### src/rtl/kmeans_pkg.sv
// Shared definitions for the k-means point RAM scan controller.
package kmeans_pkg;
  localparam int ADDR_W = 8;
  localparam int DATA_W = 91;

  typedef enum logic [1:0] {IDLE, SCAN, DRAIN, DONE} scan_state_t;

  typedef struct packed {
    logic [ADDR_W-1:0] addr;
    logic [DATA_W-1:0] data;
    logic              last;
  } point_entry_t;
endpackage

### src/rtl/ram_scan_ctrl_if.sv
// Host write port, point stream to the k-means core and point RAM bus.
interface ram_scan_ctrl_if #(
  parameter int addrWidth = kmeans_pkg::ADDR_W,
  parameter int dataWidth = kmeans_pkg::DATA_W
) ();
  logic                 host_wr_req;
  logic [addrWidth-1:0] host_wr_addr;
  logic [dataWidth-1:0] host_wr_data;
  logic                 host_wr_ack;
  logic                 host_wr_err;

  logic                 pt_valid;
  logic                 pt_ready;
  logic [dataWidth-1:0] pt_data;
  logic [addrWidth-1:0] pt_addr;
  logic                 pt_last;

  logic                 ram_cs;
  logic                 ram_we;
  logic [addrWidth-1:0] ram_addr;
  logic [dataWidth-1:0] ram_wdata;
  logic [dataWidth-1:0] ram_rdata;

  modport master (
    input  host_wr_req, host_wr_addr, host_wr_data, pt_ready, ram_rdata,
    output host_wr_ack, host_wr_err, pt_valid, pt_data, pt_addr, pt_last,
           ram_cs, ram_we, ram_addr, ram_wdata
  );

  modport slave (
    output host_wr_req, host_wr_addr, host_wr_data, pt_ready, ram_rdata,
    input  host_wr_ack, host_wr_err, pt_valid, pt_data, pt_addr, pt_last,
           ram_cs, ram_we, ram_addr, ram_wdata
  );
endinterface

### src/rtl/point_fifo.sv
// Two-entry synchronous FIFO with flush; caller guarantees no push when full.
module point_fifo #(
  parameter int WIDTH = 8
) (
  input  logic             clk,
  input  logic             rst_n,
  input  logic             flush,
  input  logic             push,
  input  logic             pop,
  input  logic [WIDTH-1:0] push_data,
  output logic [WIDTH-1:0] head,
  output logic [1:0]       count
);
  logic [WIDTH-1:0] mem [2];
  logic             wr_ptr;
  logic             rd_ptr;

  always_ff @(posedge clk) begin
    if (!rst_n || flush) begin
      wr_ptr <= 1'b0;
      rd_ptr <= 1'b0;
      count  <= 2'd0;
    end else begin
      if (push) wr_ptr <= !wr_ptr;
      if (pop)  rd_ptr <= !rd_ptr;
      case ({push, pop})
        2'b10:   count <= count + 2'd1;
        2'b01:   count <= count - 2'd1;
        default: count <= count;
      endcase
    end
  end

  always_ff @(posedge clk) begin
    if (push) mem[wr_ptr] <= push_data;
  end

  assign head = mem[rd_ptr];
endmodule

### src/rtl/ram_scan_ctrl.sv
// Point RAM owner: host indirect writes in idle, windowed streaming scan on start.
module ram_scan_ctrl
  import kmeans_pkg::*;
#(
  parameter int addrWidth = ADDR_W,
  parameter int dataWidth = DATA_W
) (
  input  logic                 clk,
  input  logic                 rst_n,
  ram_scan_ctrl_if.master      bus,
  input  logic                 scan_start,
  input  logic [addrWidth-1:0] first_addr,
  input  logic [addrWidth-1:0] last_addr,
  output logic                 scan_busy,
  output logic                 scan_done
);
  typedef struct packed {
    logic [addrWidth-1:0] addr;
    logic [dataWidth-1:0] data;
    logic                 last;
  } entry_t;
  localparam int EW = $bits(entry_t);

  scan_state_t          state_q, state_d;
  logic [addrWidth-1:0] rd_ptr_q, last_q;
  logic                 start_q, ack_q, err_q;
  logic                 issue, pop, fifo_push, fifo_pop, start_edge, credit;
  logic [1:0]           fifo_count;
  entry_t               fifo_head, incoming, head;

  // Read stage: address/last travel alongside the RAM access, data returns a cycle later
  logic                 vld_p1;
  logic [addrWidth-1:0] addr_p1;
  logic                 last_p1;

  assign start_edge = scan_start && !start_q;
  assign credit     = (fifo_count == 2'd0) || (fifo_count == 2'd1 && !vld_p1);
  assign incoming   = {addr_p1, bus.ram_rdata, last_p1};

  // An empty buffer lets returning read data bypass straight to the core.
  always_comb begin
    if (fifo_count != 2'd0) head = fifo_head;
    else if (vld_p1)        head = incoming;
    else                    head = '0;
  end

  assign bus.pt_valid = (fifo_count != 2'd0) || vld_p1;
  assign bus.pt_data  = head.data;
  assign bus.pt_addr  = head.addr;
  assign bus.pt_last  = head.last;
  assign pop          = bus.pt_valid && bus.pt_ready;
  assign fifo_pop     = pop && (fifo_count != 2'd0);
  assign fifo_push    = vld_p1 && !(pop && fifo_count == 2'd0);

  point_fifo #(.WIDTH(EW)) u_fifo (
    .clk       (clk),
    .rst_n     (rst_n),
    .flush     (state_q == DONE),
    .push      (fifo_push),
    .pop       (fifo_pop),
    .push_data (incoming),
    .head      (fifo_head),
    .count     (fifo_count)
  );

  always_ff @(posedge clk) begin
    if (!rst_n) state_q <= IDLE;
    else        state_q <= state_d;
  end

  always_comb begin
    state_d       = state_q;
    issue         = 1'b0;
    bus.ram_cs    = 1'b0;
    bus.ram_we    = 1'b0;
    bus.ram_addr  = '0;
    bus.ram_wdata = '0;
    case (state_q)
      IDLE: begin
        if (bus.host_wr_req) begin
          bus.ram_cs    = 1'b1;
          bus.ram_we    = 1'b1;
          bus.ram_addr  = bus.host_wr_addr;
          bus.ram_wdata = bus.host_wr_data;
        end
        if (start_edge) state_d = SCAN;
      end
      SCAN: begin
        if (credit) begin
          issue        = 1'b1;
          bus.ram_cs   = 1'b1;
          bus.ram_addr = rd_ptr_q;
          if (rd_ptr_q == last_q) state_d = DRAIN;
        end
      end
      DRAIN: begin
        if (pop && head.last) state_d = DONE;
      end
      DONE:    state_d = IDLE;
      default: state_d = IDLE;
    endcase
  end

  always_ff @(posedge clk) begin
    if (!rst_n) begin
      vld_p1  <= 1'b0;
      start_q <= 1'b0;
      ack_q   <= 1'b0;
      err_q   <= 1'b0;
    end else begin
      vld_p1  <= issue;
      start_q <= scan_start;
      ack_q   <= bus.host_wr_req && (state_q == IDLE);
      err_q   <= bus.host_wr_req && (state_q != IDLE);
    end
  end

  always_ff @(posedge clk) begin
    if (state_q == IDLE && start_edge) begin
      rd_ptr_q <= first_addr;
      last_q   <= last_addr;
    end else if (issue) begin
      rd_ptr_q <= rd_ptr_q + addrWidth'(1);
    end
    if (issue) begin
      addr_p1 <= rd_ptr_q;
      last_p1 <= (rd_ptr_q == last_q);
    end
  end

  assign bus.host_wr_ack = ack_q;
  assign bus.host_wr_err = err_q;
  assign scan_busy       = (state_q != IDLE);
  assign scan_done       = (state_q == DONE);
endmodule
### src/flat_wrapper.sv
// flat-port wrapper written by rule: the top's interface ports become plain ports
module ram_scan_ctrl_flat import kmeans_pkg::*;
#(
  parameter int addrWidth = ADDR_W,
  parameter int dataWidth = DATA_W
)
  (clk, rst_n, scan_start, first_addr, last_addr, scan_busy, scan_done, bus_host_wr_req, bus_host_wr_addr, bus_host_wr_data, bus_pt_ready, bus_ram_rdata, bus_host_wr_ack, bus_host_wr_err, bus_pt_valid, bus_pt_data, bus_pt_addr, bus_pt_last, bus_ram_cs, bus_ram_we, bus_ram_addr, bus_ram_wdata);
  ram_scan_ctrl_if #(.addrWidth(addrWidth), .dataWidth(dataWidth)) bus_i ();
  input  logic clk;
  input  logic rst_n;
  input  logic scan_start;
  input  logic [addrWidth-1:0] first_addr;
  input  logic [addrWidth-1:0] last_addr;
  output logic scan_busy;
  output logic scan_done;
  input wire logic [$bits(bus_i.host_wr_req)-1:0] bus_host_wr_req;
  input wire logic [$bits(bus_i.host_wr_addr)-1:0] bus_host_wr_addr;
  input wire logic [$bits(bus_i.host_wr_data)-1:0] bus_host_wr_data;
  input wire logic [$bits(bus_i.pt_ready)-1:0] bus_pt_ready;
  input wire logic [$bits(bus_i.ram_rdata)-1:0] bus_ram_rdata;
  output wire logic [$bits(bus_i.host_wr_ack)-1:0] bus_host_wr_ack;
  output wire logic [$bits(bus_i.host_wr_err)-1:0] bus_host_wr_err;
  output wire logic [$bits(bus_i.pt_valid)-1:0] bus_pt_valid;
  output wire logic [$bits(bus_i.pt_data)-1:0] bus_pt_data;
  output wire logic [$bits(bus_i.pt_addr)-1:0] bus_pt_addr;
  output wire logic [$bits(bus_i.pt_last)-1:0] bus_pt_last;
  output wire logic [$bits(bus_i.ram_cs)-1:0] bus_ram_cs;
  output wire logic [$bits(bus_i.ram_we)-1:0] bus_ram_we;
  output wire logic [$bits(bus_i.ram_addr)-1:0] bus_ram_addr;
  output wire logic [$bits(bus_i.ram_wdata)-1:0] bus_ram_wdata;
  assign bus_i.host_wr_req = bus_host_wr_req;
  assign bus_i.host_wr_addr = bus_host_wr_addr;
  assign bus_i.host_wr_data = bus_host_wr_data;
  assign bus_i.pt_ready = bus_pt_ready;
  assign bus_i.ram_rdata = bus_ram_rdata;
  assign bus_host_wr_ack = bus_i.host_wr_ack;
  assign bus_host_wr_err = bus_i.host_wr_err;
  assign bus_pt_valid = bus_i.pt_valid;
  assign bus_pt_data = bus_i.pt_data;
  assign bus_pt_addr = bus_i.pt_addr;
  assign bus_pt_last = bus_i.pt_last;
  assign bus_ram_cs = bus_i.ram_cs;
  assign bus_ram_we = bus_i.ram_we;
  assign bus_ram_addr = bus_i.ram_addr;
  assign bus_ram_wdata = bus_i.ram_wdata;
  ram_scan_ctrl #(.addrWidth(addrWidth), .dataWidth(dataWidth)) u_core (.clk(clk), .rst_n(rst_n), .bus(bus_i), .scan_start(scan_start), .first_addr(first_addr), .last_addr(last_addr), .scan_busy(scan_busy), .scan_done(scan_done));
endmodule
### config.mk
export PLATFORM = sky130hd
export DESIGN_NAME = ram_scan_ctrl_flat
export DESIGN_NICKNAME = d
export VERILOG_FILES = /design/src/rtl/kmeans_pkg.sv /design/src/rtl/ram_scan_ctrl_if.sv /design/src/rtl/point_fifo.sv /design/src/rtl/ram_scan_ctrl.sv /design/src/flat_wrapper.sv
export SDC_FILE = /design/constraint.sdc
export NUM_CORES = 1
export LEC_CHECK = 0
export BUFFER_PORTS_ARGS = -buffer_cell sky130_fd_sc_hd__buf_2
export CORE_UTILIZATION = 30
export CTS_CLUSTER_SIZE = 8
export DETAILED_ROUTE_END_ITERATION = 7
export PLACE_DENSITY = 0.61
export SYNTH_ARGS = -nofsm -noshare
export SYNTH_HDL_FRONTEND = slang
export SYNTH_SLANG_ARGS = --single-unit
### constraint.sdc
create_clock -name clk -period 6.15 [get_ports clk]
set_clock_uncertainty 0.2 [all_clocks]
set_input_delay 0.615 -clock clk [delete_from_list [all_inputs] [get_ports clk]]
set_output_delay 0.615 -clock clk [all_outputs]
set_load 0.01 [all_outputs]
After elaboration in Yosys (flattened, before gate mapping)
Memory sizes are Yosys's and may differ from the RTL's. A register that Yosys moved wholly into a read port is not among the register bits.
Index checks and enable logic that the tools add are counted.
{"block": "totals", "input_bits": 211, "regBits": 35, "out_inout_bits": 206, "wordCells": 77, "mem_count": 1, "ramBits": 200}
{"name": "u_core.u_fifo.mem", "words": 2, "word_bits": 100, "rd": 1, "rd_ports_with_merged_regs": 1, "wr": 1, "line_no": "point_fifo.sv:14", "rtl": "logic [WIDTH-1:0] mem [2];"}
{"block": "op_classes", "reduce_logical": 26, "n_addsub": 3, "n_eq_ne": 11, "muxes": 24}
{"operator": "$mux 100", "n": 2}
{"operator": "$mux 91", "n": 2}
{"operator": "$mux 8", "n": 4}
{"operator": "$pmux 8 s2", "n": 1}
{"operator": "$logic_and 1x1->1", "n": 10}
{"operator": "$add 8x1->8 const B", "n": 1}
{"operator": "$eq 8x8->1", "n": 1}
{"operator": "$mux 1", "n": 8}
{"operator": "$mux 2", "n": 4}
{"operator": "$ne 2x1->1 const B", "n": 4}
{"operator": "$pmux 2 s4", "n": 1}
{"operator": "$reduce_bool 2->1", "n": 4}
{"operator": "$eq 2x1->1 const B", "n": 3}
{"operator": "$eq 2x2->1 const B", "n": 3}
{"operator": "$logic_not 1->1", "n": 6}
{"operator": "$logic_not 2->1", "n": 2}
{"operator": "$pmux 2 s2", "n": 1}
{"operator": "$reduce_and 4->1", "n": 1}
{"operator": "$logic_or 1x1->1", "n": 3}
{"operator": "$add 2x1->2 const B", "n": 1}
{"operator": "$pmux 1 s2", "n": 1}
{"operator": "$sub 2x1->2 const B", "n": 1}

Logic depth before layout (Yosys ltp)
{"block": "depth", "ltp_word": 8, "ltp_mapped": 9}

Cells and area by module
Synthesis repeated with hierarchy kept, for this count alone.
{"block": "hier_totals", "hier_cells": 895, "area_unflattened_um2": 10940.5}
{"mod": "point_fifo", "area_each_um2": 7450.9, "instances": 1, "cells_each": 332, "seq_area_each_um2": 6105.9}
{"mod": "ram_scan_ctrl", "area_each_um2": 3489.6, "instances": 1, "cells_each": 563, "seq_area_each_um2": 870.8}

Worst setup path before layout
OpenSTA, ideal clock, no wires.
{"block": "synth_path", "kind": "register -> register", "start": "register u_core.u_fifo.count[0]", "end": "memory u_core.u_fifo.mem[0][0] in the netlist's numbering (enable)", "setup_ns": 0.560, "arrival_ns": 5.145, "path_stages_with_launch": 7, "n_path_buf": 1, "setup_slack_ns": 0.246, "period_less_slack_ns": 5.904, "required_time_ns": 5.390, "cell_sequence": "dfxtp_1 > inv_1 > ha_1 > buf_4 > nand2_1 > nand2_1 > nor2_1"}
{"block": "synth_between", "elab_chain_len": 8, "word_cells_on_any_way": 9, "classes_between": "2 x mux; 7 x reduce/logical"}
{"item": "start, declared", "line_no": "point_fifo.sv:12", "rtl": "output logic [1:0] count"}
{"item": "start signal, assigned", "line_no": "point_fifo.sv:27", "rtl": "2'b10: count <= count + 2'd1;"}
{"item": "start signal, assigned", "line_no": "point_fifo.sv:28", "rtl": "2'b01: count <= count - 2'd1;"}
{"item": "start signal, assigned", "line_no": "point_fifo.sv:29", "rtl": "default: count <= count;"}
{"item": "$reduce_bool 2->1", "line_no": "ram_scan_ctrl.sv:47", "rtl": "assign bus.pt_valid = (fifo_count != 2'd0) || vld_p1;"}
{"item": "$logic_or 1x1->1", "line_no": "ram_scan_ctrl.sv:47"}
{"item": "$logic_and 1x1->1", "line_no": "ram_scan_ctrl.sv:51", "rtl": "assign pop = bus.pt_valid && bus.pt_ready;"}
{"item": "$logic_and 1x1->1 *", "line_no": "ram_scan_ctrl.sv:53", "rtl": "assign fifo_push = vld_p1 && !(pop && fifo_count == 2'd0);"}
{"item": "$logic_not 1->1 *", "line_no": "ram_scan_ctrl.sv:53"}
{"item": "$logic_and 1x1->1 *", "line_no": "ram_scan_ctrl.sv:53"}
{"item": "$mux 1 *", "line_no": "point_fifo.sv:35", "rtl": "if (push) mem[wr_ptr] <= push_data;"}
{"item": "$mux 1 (not written as such) *", "line_no": "point_fifo.sv:35"}
{"item": "end, declared", "line_no": "point_fifo.sv:14"}
Mark *: on every way between the ends. The rest lies on a longest branch, timed or not.

Worst setup path after layout
{"block": "layout_path", "start": "register u_core.u_fifo.count[1]", "end": "output port bus_pt_data[89]"}
{"block": "layout_between", "elab_chain_len": 2}
{"item": "$reduce_bool 2->1", "line_no": "ram_scan_ctrl.sv:42", "rtl": "if (fifo_count != 2'd0) head = fifo_head;"}
{"item": "$mux 100", "line_no": "ram_scan_ctrl.sv:42"}
{"item": "end, declared", "line_no": "flat_wrapper.sv:24", "rtl": "output wire logic [$bits(bus_i.pt_data)-1:0] bus_pt_data;"}
No other way between the ends.

==> impl_metrics.env <==
export IMPL_outcome="finished, final reports clean"
export IMPL_std_cell_rows=67
export IMPL_ys_warnings_count=0
export IMPL_power_leakage_nw=5.786
export IMPL_number_of_sinks_driven_by_the_clock_tree=236
export IMPL_die_height_um=187.8
export IMPL_groute_layer_met3_usage_pct=3.350
export IMPL_synth_seq_cells=236
export IMPL_critPathKind="reg -> out"
export IMPL_route_detailed_vias_per_inst=4.688
export IMPL_place_detailed_instances=1604
export IMPL_fillerInstances=3221
export IMPL_growth_of_design_area_from_synthesis_to_finish_pct=33.33
export IMPL_dpl_hpwl_um=22410
export IMPL_drt_wl_total_um=31100
export IMPL_ratio_of_final_minimum_period_to_clock_period_pct=62.56
export IMPL_dieWidth_um=187.8
export IMPL_detail_route_drc_violations=0
export IMPL_postLayoutCoreUtil_pct=40.89
export IMPL_clock_insertion_delay_worst_skew_ns=0.49
export IMPL_routabilityCongestion=0.8379
export IMPL_sequential_cell_area_um2=6980
export IMPL_drc_marker_count_from_the_first_detailed_route_iteration=474
export IMPL_hold_viol=0
export IMPL_power_density_nw_per_um2=410.1
export IMPL_setup_repair_after_global_routing_missed_its_margin="no"
export IMPL_grt_pass1_wl_um=45570
export IMPL_syn_inst=788
export IMPL_cell_count_final_fillers_out=1649
export IMPL_wl_per_cell_um=18.86
export IMPL_layout_nets=1413
export IMPL_tightestPinTransition_ns=1.181
export IMPL_synthesized_netlist_net_count=1008
export IMPL_fmax_ghz=0.2599
export IMPL_timing_critical_path_arrival_ns=3.03
export IMPL_finalSetupTns_ns=0
export IMPL_dieArea_um2=35280
export IMPL_antenna_violations_before_repair=4
export IMPL_htree_levels=2
export IMPL_first_global_vias=7515
export IMPL_multi_input_comb_area_um2=3142
export IMPL_path_clk_slew_ns=0.06
export IMPL_critPathRequiredTime_ns=5.33
export IMPL_vdd_drop_max_uv=194.9
export IMPL_slew_headroom_pct=21.24
export IMPL_io_pins=417
export IMPL_tritoncts_clock_tree="built"
export IMPL_post_cts_setup_buffer_count=0
export IMPL_grt_max_degree=96
export IMPL_total_cts_buffers=35
export IMPL_max_cap_viol_count=0
export IMPL_avgSynthCellArea_um2=13.15
export IMPL_grt_remaining_overflow=0
export IMPL_crit_path_end_kind="primary output"
export IMPL_timing_final_crit_period_ns=3.847
export IMPL_dr_total_vias=7730
export IMPL_start_util_pct=30.67
export IMPL_timing_critical_path_fanout_max=57
export IMPL_grt_use_met1_pct=19.23
export IMPL_grt_util_all_layers_pct=17.01
export IMPL_cts_hold_buffers=0
export IMPL_synth_seq_area_share_pct=67.33
export IMPL_clock_tree_buffer_depth=3
export IMPL_core_region_area_um2=33780
export IMPL_netlist_area_um2=10360
export IMPL_cp_start_kind="register"
export IMPL_drtPass1Iterations=5
export IMPL_worst_case_hold_slack_ns=0.09666
export IMPL_synthDistinctLibCells=27
export IMPL_root_buffer="clkbuf_16"
export IMPL_grt_use_met2_pct=31.32
export IMPL_fraction_of_layout_instances_using_a_drive_strength_above_1_pct=39.33
export IMPL_setup_viol_count_final=0
export IMPL_grt_busiest_layer="met2"
export IMPL_post_detailed_route_count_of_antenna_violating_nets=0
export IMPL_numPortBuffers=416
export IMPL_postCtsResizedCells=0
export IMPL_slew_violations=0
export IMPL_worstHoldPathType="in -> reg"
## sequential cells by signal (all words and copies together) (netlist names), 2 cells and up, named ones only
| register | count |
|---|---|
| u_core.u_fifo.mem | 200 |
| u_core.addr_p1 | 8 |
| u_core.last_q | 8 |
| u_core.rd_ptr_q | 8 |
| u_core.state_q | 2 |
| u_core.u_fifo.count | 2 |
## cells in the mapped netlist, drive strengths merged
| cell type | instances | area, um2 |
|---|---|---|
| a211oi | 1 | 7.510 |
| a21oi | 7 | 35.03 |
| a22o | 8 | 70.07 |
| a22oi | 1 | 7.510 |
| and2 | 4 | 25.02 |
| and3 | 98 | 613.1 |
| buf | 17 | 92.59 |
| clkbuf | 40 | 150.1 |
| dfxtp | 11 | 220.2 |
| edfxtp | 225 | 6756 |
| ha | 9 | 112.6 |
| inv | 8 | 30.03 |
| mux2i | 103 | 1031 |
| nand2 | 110 | 412.9 |
| nand2b | 4 | 25.02 |
| nand3 | 3 | 15.01 |
| nand4 | 2 | 12.51 |
| nor2 | 13 | 48.80 |
| nor2b | 1 | 6.260 |
| o21ai | 102 | 510.5 |
| o221ai | 1 | 8.760 |
| or2 | 2 | 12.51 |
| xnor2 | 12 | 105.1 |
| xor2 | 6 | 52.55 |
## power by group
group	switching, mW	total (mW)	internal (mW)
Sequential	0.146	2.12	1.98
Combinational	1.12	1.86	0.742
Clock	0.643	1.68	1.04
Total	1.90	5.67	3.76
## worst max-delay path, stage by stage (launching register included)
cell and delay (ns):
dfxtp_1 0.30, inv_1 0.12, ha_4 0.51, and2_4 0.72
buf_4 0.51, nand2_1 0.11, o21ai_1 0.09, buf_2 0.16
## final timing paths
path / startpoint / end / slack (ns) / cells past startpoint
max: u_core.u_fifo.count[1] / bus_pt_data[89] / 2.30 / 7
min: last_addr[4] / u_core.last_q[4] / 0.1 / 1
max reg2reg: u_core.u_fifo.count[0] / u_core.u_fifo.mem[1][44] / 3.15 / 5
min reg2reg: u_core.addr_p1[0] / u_core.u_fifo.mem[0][92] / 0.27 / 0
## logic make-up (layout without fill, tap and decap cells)
family          count (synthesis)  count (layout)  synth area share, %
flops                         236             236                67.33
xor+xnor                       18              18                1.522
fa+ha+maj                       9               9                1.087
other cells                     0               1                    0
simple gates                  237             237                11.30
mux                           103             103                9.951
compound gates                120             120                6.171
buf+inv                        65             477                2.633
## stage by stage
stage          setup WS, ns  power (mW)  instance area, um2
6_report              2.303       5.665               13810
5_1_grt               2.025       5.947               13810
4_1_cts               2.230       5.743               13810
3_5_place_dp          2.763       4.038               12860
3_3_place_gp          2.855       4.012               12860
2_1_floorplan        0.2457       3.262               10360
## cell usage in the layout, fill, tap and decap left out, types with 3 or more instances in the layout
cell type,count
nand2_1,110
a22o_1,8
dfxtp_1,10
nand3_1,3
inv_1,6
nand2b_1,4
xnor2_1,12
o21ai_1,100
and3_1,97
ha_1,7
buf_2,416
buf_4,9
xor2_1,6
and2_1,3
clkbuf_16,36
a21oi_1,7
edfxtp_1,225
nor2_1,12
mux2i_1,103
clkbuf_1,5
## area by class of cell
class	instances	area share (%)
diodes	1	0.01811
flip-flops and latches	236	50.53
multi-input cells	487	22.74
clock buffers	41	6.657
repair buffers	425	15.56
clock inverters	3	0.2174
inverters	8	0.2174
well taps	448	4.058
## layer usage
layer	part of all wire, %	wire [um]
met1	39	12120
met2	52	16200
met3	5.7	1785
met4	3.2	998
met5	0	0
Note: power is estimated with default switching activity, not from simulation.
